File: src/rtl/dpcm_2nd_dec.sv
// Second-order DPCM decoder: x[n] = d[n] - OFFSET + 2*x[n-1] - x[n-2] (mod 2^DATA_WIDTH),
// with valid/ready on both sides and a 2-entry show-ahead output buffer.
module dpcm_2nd_dec #(
    parameter int DATA_WIDTH = 9,
    parameter int OFFSET     = 256,
    parameter int CNT_WIDTH  = 16
) (
    input  logic                  clk_i,
    input  logic                  reset_i,
    input  logic [DATA_WIDTH-1:0] dpcm_data_i,
    input  logic                  dpcm_data_vld_i,
    output logic                  dpcm_data_rdy_o,
    input  logic                  hist_clr_i,
    output logic [DATA_WIDTH-1:0] raw_data_o,
    output logic                  raw_data_vld_o,
    input  logic                  raw_data_rdy_i,
    output logic [1:0]            hist_state_o,
    output logic [CNT_WIDTH-1:0]  sample_cnt_o
);

    typedef enum logic [1:0] {
        ST_EMPTY = 2'd0,
        ST_ONE   = 2'd1,
        ST_FULL  = 2'd2
    } hist_state_t;

    localparam logic [DATA_WIDTH+1:0] OFF_EXT = (DATA_WIDTH+2)'(OFFSET);

    logic [DATA_WIDTH-1:0] h1_r, h2_r, head_r, tail_r;
    logic [1:0]            count_r;
    logic                  vld_r, rdy_r;
    hist_state_t           state_r;
    logic [CNT_WIDTH-1:0]  cnt_r;

    logic                  push_s, pop_s;
    logic [DATA_WIDTH-1:0] h1_eff_s, h2_eff_s, result_s;
    logic [DATA_WIDTH+1:0] sum_s;
    logic [DATA_WIDTH-1:0] head_n_s, tail_n_s, h1_n_s, h2_n_s;
    logic [1:0]            count_mid_s, count_n_s;
    hist_state_t           state_base_s, state_n_s;
    logic [CNT_WIDTH-1:0]  cnt_base_s, cnt_n_s;

    // Decode arithmetic, buffer update and predictor FSM next state.
    always_comb begin
        push_s = dpcm_data_vld_i & rdy_r;
        pop_s  = vld_r & raw_data_rdy_i;

        // A clear in the same cycle as an accept decodes that sample with zero history.
        if (hist_clr_i) begin
            h1_eff_s     = '0;
            h2_eff_s     = '0;
            state_base_s = ST_EMPTY;
            cnt_base_s   = '0;
        end else begin
            h1_eff_s     = h1_r;
            h2_eff_s     = h2_r;
            state_base_s = state_r;
            cnt_base_s   = cnt_r;
        end

        sum_s    = {2'b00, dpcm_data_i} - OFF_EXT + {1'b0, h1_eff_s, 1'b0} - {2'b00, h2_eff_s};
        result_s = sum_s[DATA_WIDTH-1:0];

        head_n_s    = head_r;
        tail_n_s    = tail_r;
        count_mid_s = count_r;
        if (pop_s) begin
            head_n_s    = tail_r;
            count_mid_s = count_r - 2'd1;
        end else begin
            count_mid_s = count_r;
        end

        count_n_s = count_mid_s;
        if (push_s) begin
            if (count_mid_s == 2'd0) begin
                head_n_s = result_s;
            end else begin
                tail_n_s = result_s;
            end
            count_n_s = count_mid_s + 2'd1;
        end else begin
            count_n_s = count_mid_s;
        end

        // Head register doubles as the output, so it reads zero when the buffer drains.
        if (count_n_s == 2'd0) begin
            head_n_s = '0;
        end else begin
            head_n_s = head_n_s;
        end

        h1_n_s    = h1_eff_s;
        h2_n_s    = h2_eff_s;
        cnt_n_s   = cnt_base_s;
        state_n_s = state_base_s;
        if (push_s) begin
            h2_n_s  = h1_eff_s;
            h1_n_s  = result_s;
            cnt_n_s = cnt_base_s + {{(CNT_WIDTH-1){1'b0}}, 1'b1};
            case (state_base_s)
                ST_EMPTY: state_n_s = ST_ONE;
                ST_ONE:   state_n_s = ST_FULL;
                ST_FULL:  state_n_s = ST_FULL;
                default:  state_n_s = ST_EMPTY;
            endcase
        end else begin
            state_n_s = state_base_s;
        end
    end

    // State and registered outputs with synchronous reset.
    always_ff @(posedge clk_i) begin
        if (reset_i) begin
            h1_r    <= '0;
            h2_r    <= '0;
            head_r  <= '0;
            tail_r  <= '0;
            count_r <= 2'd0;
            vld_r   <= 1'b0;
            rdy_r   <= 1'b1;
            state_r <= ST_EMPTY;
            cnt_r   <= '0;
        end else begin
            h1_r    <= h1_n_s;
            h2_r    <= h2_n_s;
            head_r  <= head_n_s;
            tail_r  <= tail_n_s;
            count_r <= count_n_s;
            vld_r   <= (count_n_s != 2'd0);
            rdy_r   <= (count_n_s < 2'd2);
            state_r <= state_n_s;
            cnt_r   <= cnt_n_s;
        end
    end

    assign dpcm_data_rdy_o = rdy_r;
    assign raw_data_o      = head_r;
    assign raw_data_vld_o  = vld_r;
    assign hist_state_o    = state_r;
    assign sample_cnt_o    = cnt_r;

endmodule
File: config.mk
export PLATFORM = sky130hd
export DESIGN_NAME = dpcm_2nd_dec
export DESIGN_NICKNAME = d
export VERILOG_FILES = /design/src/rtl/dpcm_2nd_dec.sv
export SDC_FILE = /design/constraint.sdc
export NUM_CORES = 1
export LEC_CHECK = 0
export CAP_MARGIN = 20
export CORE_MARGIN = 4
export CORE_UTILIZATION = 57
export CTS_BUF_LIST = sky130_fd_sc_hd__clkbuf_2 sky130_fd_sc_hd__clkbuf_4 sky130_fd_sc_hd__clkbuf_8
export CTS_CLUSTER_SIZE = 28
export DETAILED_ROUTE_END_ITERATION = 10
export GPL_ROUTABILITY_DRIVEN = 1
export MAX_ROUTING_LAYER = met4
export PLACE_DENSITY_LB_ADDON = 0.08
export SETUP_SLACK_MARGIN = 0.02
export SLEW_MARGIN = 20
export SYNTH_ARGS = -nofsm -noshare
export SYNTH_HDL_FRONTEND = slang
export SYNTH_SLANG_ARGS = --single-unit
File: constraint.sdc
create_clock -name clk_i -period 4.98 [get_ports clk_i]
set_clock_uncertainty 0.05 [all_clocks]
set_input_delay 1.245 -clock clk_i [delete_from_list [all_inputs] [get_ports clk_i]]
set_output_delay 1.245 -clock clk_i [all_outputs]
set_load 0.01 [all_outputs]
==> flow_summary.yaml, run 1 <==
sta:
  min_period_over_period: 0.881
  rsz0062_at_grt: "no"
  layout_min_cycle_time_ps: 4390
  setup_viol: 0
  maxSlewViolCount: 0
  setup_ws_ps: 592
  relSlewSlack: 0.437
  hold_viol_final: 0
  fmax_ghz: 0.228
  tns_ps: 0
  worst_pin_slew_ps: 842
pwr:
  p_int_uw: 1060
  power_frac_comb: 0.408
  peakVddDrop_uv: 223
  power.leakage_uw: 0.00144
  p_per_area_mw_per_mm2: 446
  power.switching_uw: 608
  p_sw_frac: 0.364
  p_seq_frac: 0.365
  clockPowerShare: 0.227
final_layout:
  area_growth_pct: 20.3
  drive_above_1_share: 0.0748
  finish.net_count: 438
  antenna_cells: 0
  fillers: 426
  layout_commonest_cell: "dfxtp_1"
  final_cell_mix: "dfxtp_1 (58), nor2_1 (55), clkdlybuf4s50_1 (42)"
  stdcell_count: 471
  final_util: 0.719
detailed_routing:
  drt_iter0_markers: 140
  routed_wl_um: 6400
  drtPass1Iterations: 4
  routedWlPerCell_um: 13.6
  drc_errors: 0
  drtAntennaViolNets: 0
  viasPerCell: 5.39
  num_vias: 2537
placement:
  port-buffer-count: 42
  place_inst: 458
  finalWeightedCongestion: 0.826
  post-place-ws_ps: 280
  place_hpwl_um: 4540
global_routing:
  grt_max_degree: 35
  grt_antenna_before_repair: 0
  grt_pass1_wl_um: 11300
  grt_usage: 0.226
  grt_pass1_vias: 2452
  gr-total-overflow: 0
clocking:
  htree_levels: 3
  cts_hold_repair.buffers: 0
  clk_pin_slew_ps: 60
  tritoncts: "yes"
  ctsResizeCount: 0
  cts.path.max_buffers: 2
  clk_latency_ps: 330
  cts.sinks: 58
  post_cts_buffers: 0
  cts_made_buffers: 9
  cts-root-buf: "clkbuf_8"
logic_synthesis:
  synthMuxAreaShare: 0.0326
  synth_compound_area_frac: 0.115
  synth-edff-count: 0
  yosysSeqAreaShare: 0.373
  ys_types: 46
  yosys_register_bits: 58
  yosysWarnings: 0
  synthFlopType: "dfxtp_1"
  yosysTopAreaCellShare: 0.373
  synthAdderAreaFrac: 0.120
  synth_top_cell_by_area: "dfxtp_1"
  syn_area_per_cell_um2: 8.64
  synthXorXnorAreaFrac: 0.0700
  synth_top_family_by_area: "simple AND/OR/NAND/NOR gates"
  syn_area_mm2: 0.00311
  synth_fp_nets: 399
  synthTopCellsByArea: "dfxtp_1 (37%), ha_1 (6.8%), nor2_1 (6.6%)"
  synth_cells: 360
  synthSimpleGateAreaFrac: 0.247
  synthArstFlopShare: 0
worst_setup_path:
  required_ps: 5110
  start_kind: "input pin"
  critical-path-top-delay-family: "adder cells"
  slowest_stage: "fa_1"
  crit_path_max_fanout: 34
  crit_start: "hist_clr_i"
  worst_path_largest_cell_delay_ps: 480
  path_cells: "clkdlybuf4s50_1 > buf_12 > nor2b_1 > inv_1 > fa_1 > inv_1 > ha_1 > ha_1 > fa_1 > a211oi_1 > o21bai_1 > a21oi_1 > xor2_1 > a211oi_1"
  arrival_ps: 4510
  critPathKind: "input pin to flip-flop"
  end_kind: "flip-flop"
  reg2reg_from: "h1_r[0]$_SDFF_PP0_"
  critPathBufInv: 4
floorplanning:
  pin_count: 43
  fp.dieW_um: 81.9
  start_util: 0.598
  dieArea_mm2: 0.00671
  rows: 26
  die_h_um: 81.9
  core_mm2: 0.00520
outcome:
  status: "finished, final reports clean"
flow_run:
  maxCapViolCount: 0
worst_hold_path:
  hp-class: "flip-flop to flip-flop"
  hp-start: "tail_r[5]$_SDFFE_PP0P_"
[final cells by class]
type | instances | area (um^2) | share of cell area
Tap cell | 70 | 87.6 | 0.0234
Inverter | 15 | 56.3 | 0.0150
Clock buffer | 13 | 166 | 0.0444
Timing Repair Buffer | 45 | 455 | 0.122
Sequential cell | 58 | 1160 | 0.310
Multi-Input combinational cell | 270 | 1820 | 0.485
[state kept, by name, summed over array words and instances (netlist names)]
name / count
count_r: 2
dpcm_data_rdy_o: 1
h1_r: 9
h2_r: 9
hist_state_o: 2
raw_data_o: 9
raw_data_vld_o: 1
sample_cnt_o: 16
tail_r: 9
[cells in the mapped netlist, types with 5 or more instances]
library cell	count
a211oi_2	6
a21oi_1	30
clkbuf_1	8
dfxtp_1	58
fa_1	8
ha_1	17
inv_1	14
mux2i_1	9
nand2_1	40
nand2b_1	14
nand3_1	8
nor2_1	55
nor2b_1	14
nor3_1	5
xnor2_1	19
[through the flow]
stage               instance area [um^2]  total power (uW)  hold WS (ps)
CTS                                 3740              1680           405
finish                              3740              1670           404
floorplan                           3110              1100           382
detailed placement                  3580              1300           398
global route                        3740              1800           438
global placement                    3580              1280           394
[worst paths after layout]
kind / end / slack (ps) / depth (start not counted)
setup / recovery: tail_r[8]$_SDFFE_PP0P_ / 590 / 14
hold / removal: tail_r[5]$_SDFFE_PP0P_ / 400 / 2
setup reg to reg: tail_r[8]$_SDFFE_PP0P_ / 1850 / 12
hold reg to reg: tail_r[5]$_SDFFE_PP0P_ / 400 / 2
[per-layer routing]
metal | track usage | up-vias | routed length (um) | part of all wire
met5 | - | - | 0 | 0
met4 | 0.0631 | 0 | 75 | 0.012
met3 | 0.0724 | 8 | 396 | 0.062
met2 | 0.342 | 56 | 2930 | 0.46
met1 | 0.292 | 1198 | 3000 | 0.47
li1 | - | 1275 | - | -
[tightest hold or removal path, delay by kind of cell, from the launching register on]
family	cells	cell delay, ps
compound gates	1	50
flops	1	310
simple gates	1	50
[power groups by stage]
stage	Clock [uW]	Combinational (uW)	Sequential (uW)
final	379	682	610
after detailed placement	0	680	620
after floorplan	0	476	628
after global routing	414	764	621
after global placement	0	663	617
after CTS	387	683	611
[cells by family (layout without fill, tap and decap cells)]
group                      Yosys count  in the layout
and+or+nand+nor                    159            159
buffers and inverters               32             73
DFF                                 58             58
adders and majority gates           25             25
AOI/OAI and AO/OA                   52             52
xor gates and xnor gates            24             24
muxes                               10             10
(Power assumes the default switching activity.)
==> run 2, diff against run 1 <==
--- a/config.mk
+++ b/config.mk
@@ -6,8 +6,10 @@
 export NUM_CORES = 1
 export LEC_CHECK = 0
 export CAP_MARGIN = 20
+export CELL_PAD_IN_SITES_DETAIL_PLACEMENT = 1
+export CELL_PAD_IN_SITES_GLOBAL_PLACEMENT = 2
 export CORE_MARGIN = 4
-export CORE_UTILIZATION = 57
+export CORE_UTILIZATION = 34
 export CTS_BUF_LIST = sky130_fd_sc_hd__clkbuf_2 sky130_fd_sc_hd__clkbuf_4 sky130_fd_sc_hd__clkbuf_8
 export CTS_CLUSTER_SIZE = 28
 export DETAILED_ROUTE_END_ITERATION = 10
==> flow_summary.yaml, run 2 (synthesis gave the netlist of run 1 again) <==
sta:
  rsz0062_at_grt: "no"
  finalHoldWorstSlack_ps: 406
  setup_viol: 0
  maxSlewViolCount: 0
  setup_ws_ps: 389
  layout_min_cycle_time_ps: 4590
  min_period_over_period: 0.922
  hold_viol_final: 0
  relSlewSlack: 0.437
  fmax_ghz: 0.218
  worst_pin_slew_ps: 842
  tns_ps: 0
detailed_routing:
  drtPass1Iterations: 4
  viasPerCell: 4.99
  drt_iter0_markers: 66
  drtAntennaViolNets: 0
  num_vias: 2573
  routedWlPerCell_um: 15.2
  drc_errors: 0
  routed_wl_um: 7850
pwr:
  p_per_area_mw_per_mm2: 459
  peakVddDrop_uv: 140
  power.leakage_uw: 0.00147
clocking:
  cts_hold_repair.buffers: 0
  clk_latency_ps: 340
  ctsResizeCount: 0
  tritoncts: "yes"
  cts.sinks: 58
  cts_made_buffers: 9
  clk_pin_slew_ps: 70
  htree_levels: 3
  post_cts_buffers: 0
  cts-root-buf: "clkbuf_8"
  cts.path.max_buffers: 2
worst_setup_path:
  arrival_ps: 4740
  end_kind: "flip-flop"
  required_ps: 5130
  crit_path_max_fanout: 10
  reg2regPathDepth: 10
  critPathKind: "input pin to flip-flop"
  start_kind: "input pin"
floorplanning:
  fp.dieW_um: 104
  dieArea_mm2: 0.0107
  start_util: 0.353
  core_mm2: 0.00881
  pin_count: 43
  rows: 34
  die_h_um: 104
final_layout:
  antenna_cells: 0
  final_cell_mix: "dfxtp_1 (58), nor2_1 (55), clkdlybuf4s50_1 (42)"
  layout_commonest_cell: "dfxtp_1"
  seqCellArea_mm2: 0.00116
  multi_input_area_mm2: 0.00182
  drive_above_1_share: 0.0907
  finish.net_count: 442
  final_util: 0.436
  fillers: 1043
  largest_register_ffs: 16
  area_growth_pct: 23.5
global_routing:
  grt_usage: 0.159
  grt_pass1_wl_um: 13600
  grt_antenna_before_repair: 0
  grt_pass1_vias: 2690
  grt_max_degree: 31
  gr-total-overflow: 0
placement:
  post-place-ws_ps: 11.1
  finalWeightedCongestion: 0.780
  place_hpwl_um: 5680
  port-buffer-count: 42
worst_hold_path:
  hp-class: "flip-flop to flip-flop"
  hold_path_depth: 2
outcome:
  status: "finished, final reports clean"
flow_run:
  maxCapViolCount: 0
==> run 2: layer usage <==
metal  vias to the layer above  GRT usage  wire, um
met3                         7     0.0367       280
met1                      1237      0.203      3810
li1                       1288          -         -
met5                         -          -         0
met2                        41      0.251      3680
met4                         0     0.0484        80
==> run 2: critical path: stages <==
cell             delay (ps)
clkdlybuf4s50_1         640
nor2b_1                 320
fa_1                    470
ha_1                    310
ha_1                    250
fa_1                    440
a211oi_1                260
o21bai_1                100
a21oi_1                 280
xor2_1                  280
a311oi_2                140
==> run 2: final cells by class <==
cell class	count	share of cell area
Multi-Input combinational cell	270	0.473
Sequential cell	58	0.302
Timing Repair Buffer	49	0.123
Clock buffer	11	0.0378
Tap cell	108	0.0352
Inverter	15	0.0147
Clock inverter	5	0.0140
==> run 2: final timing paths <==
path,from,to,slack (ps)
hold reg to reg,h1_r[8]$_SDFF_PP0_,h2_r[8]$_SDFF_PP0_,410
hold / removal,h1_r[8]$_SDFF_PP0_,h2_r[8]$_SDFF_PP0_,410
setup reg to reg,h1_r[1]$_SDFF_PP0_,raw_data_o[8]$_SDFF_PP0_,1730
setup / recovery,hist_clr_i,raw_data_o[8]$_SDFF_PP0_,390
==> run 2: stage by stage <==
stage / power [uW] / instances / cell area, um^2
after global routing: 1910 / 516 / 3840
after CTS: 1800 / 516 / 3840
final: 1770 / 516 / 3840
after detailed placement: 1340 / 500 / 3640
after floorplan: 1100 / 360 / 3110
after global placement: 1340 / 500 / 3640
==> run 2: power breakdown <==
part / total [uW] / internal, uW / leakage (uW) / switching, uW
Sequential: 611 / 558 / 0.000472 / 53.2
Combinational: 709 / 303 / 0.000894 / 406
Clock: 445 / 249 / 0.000106 / 196
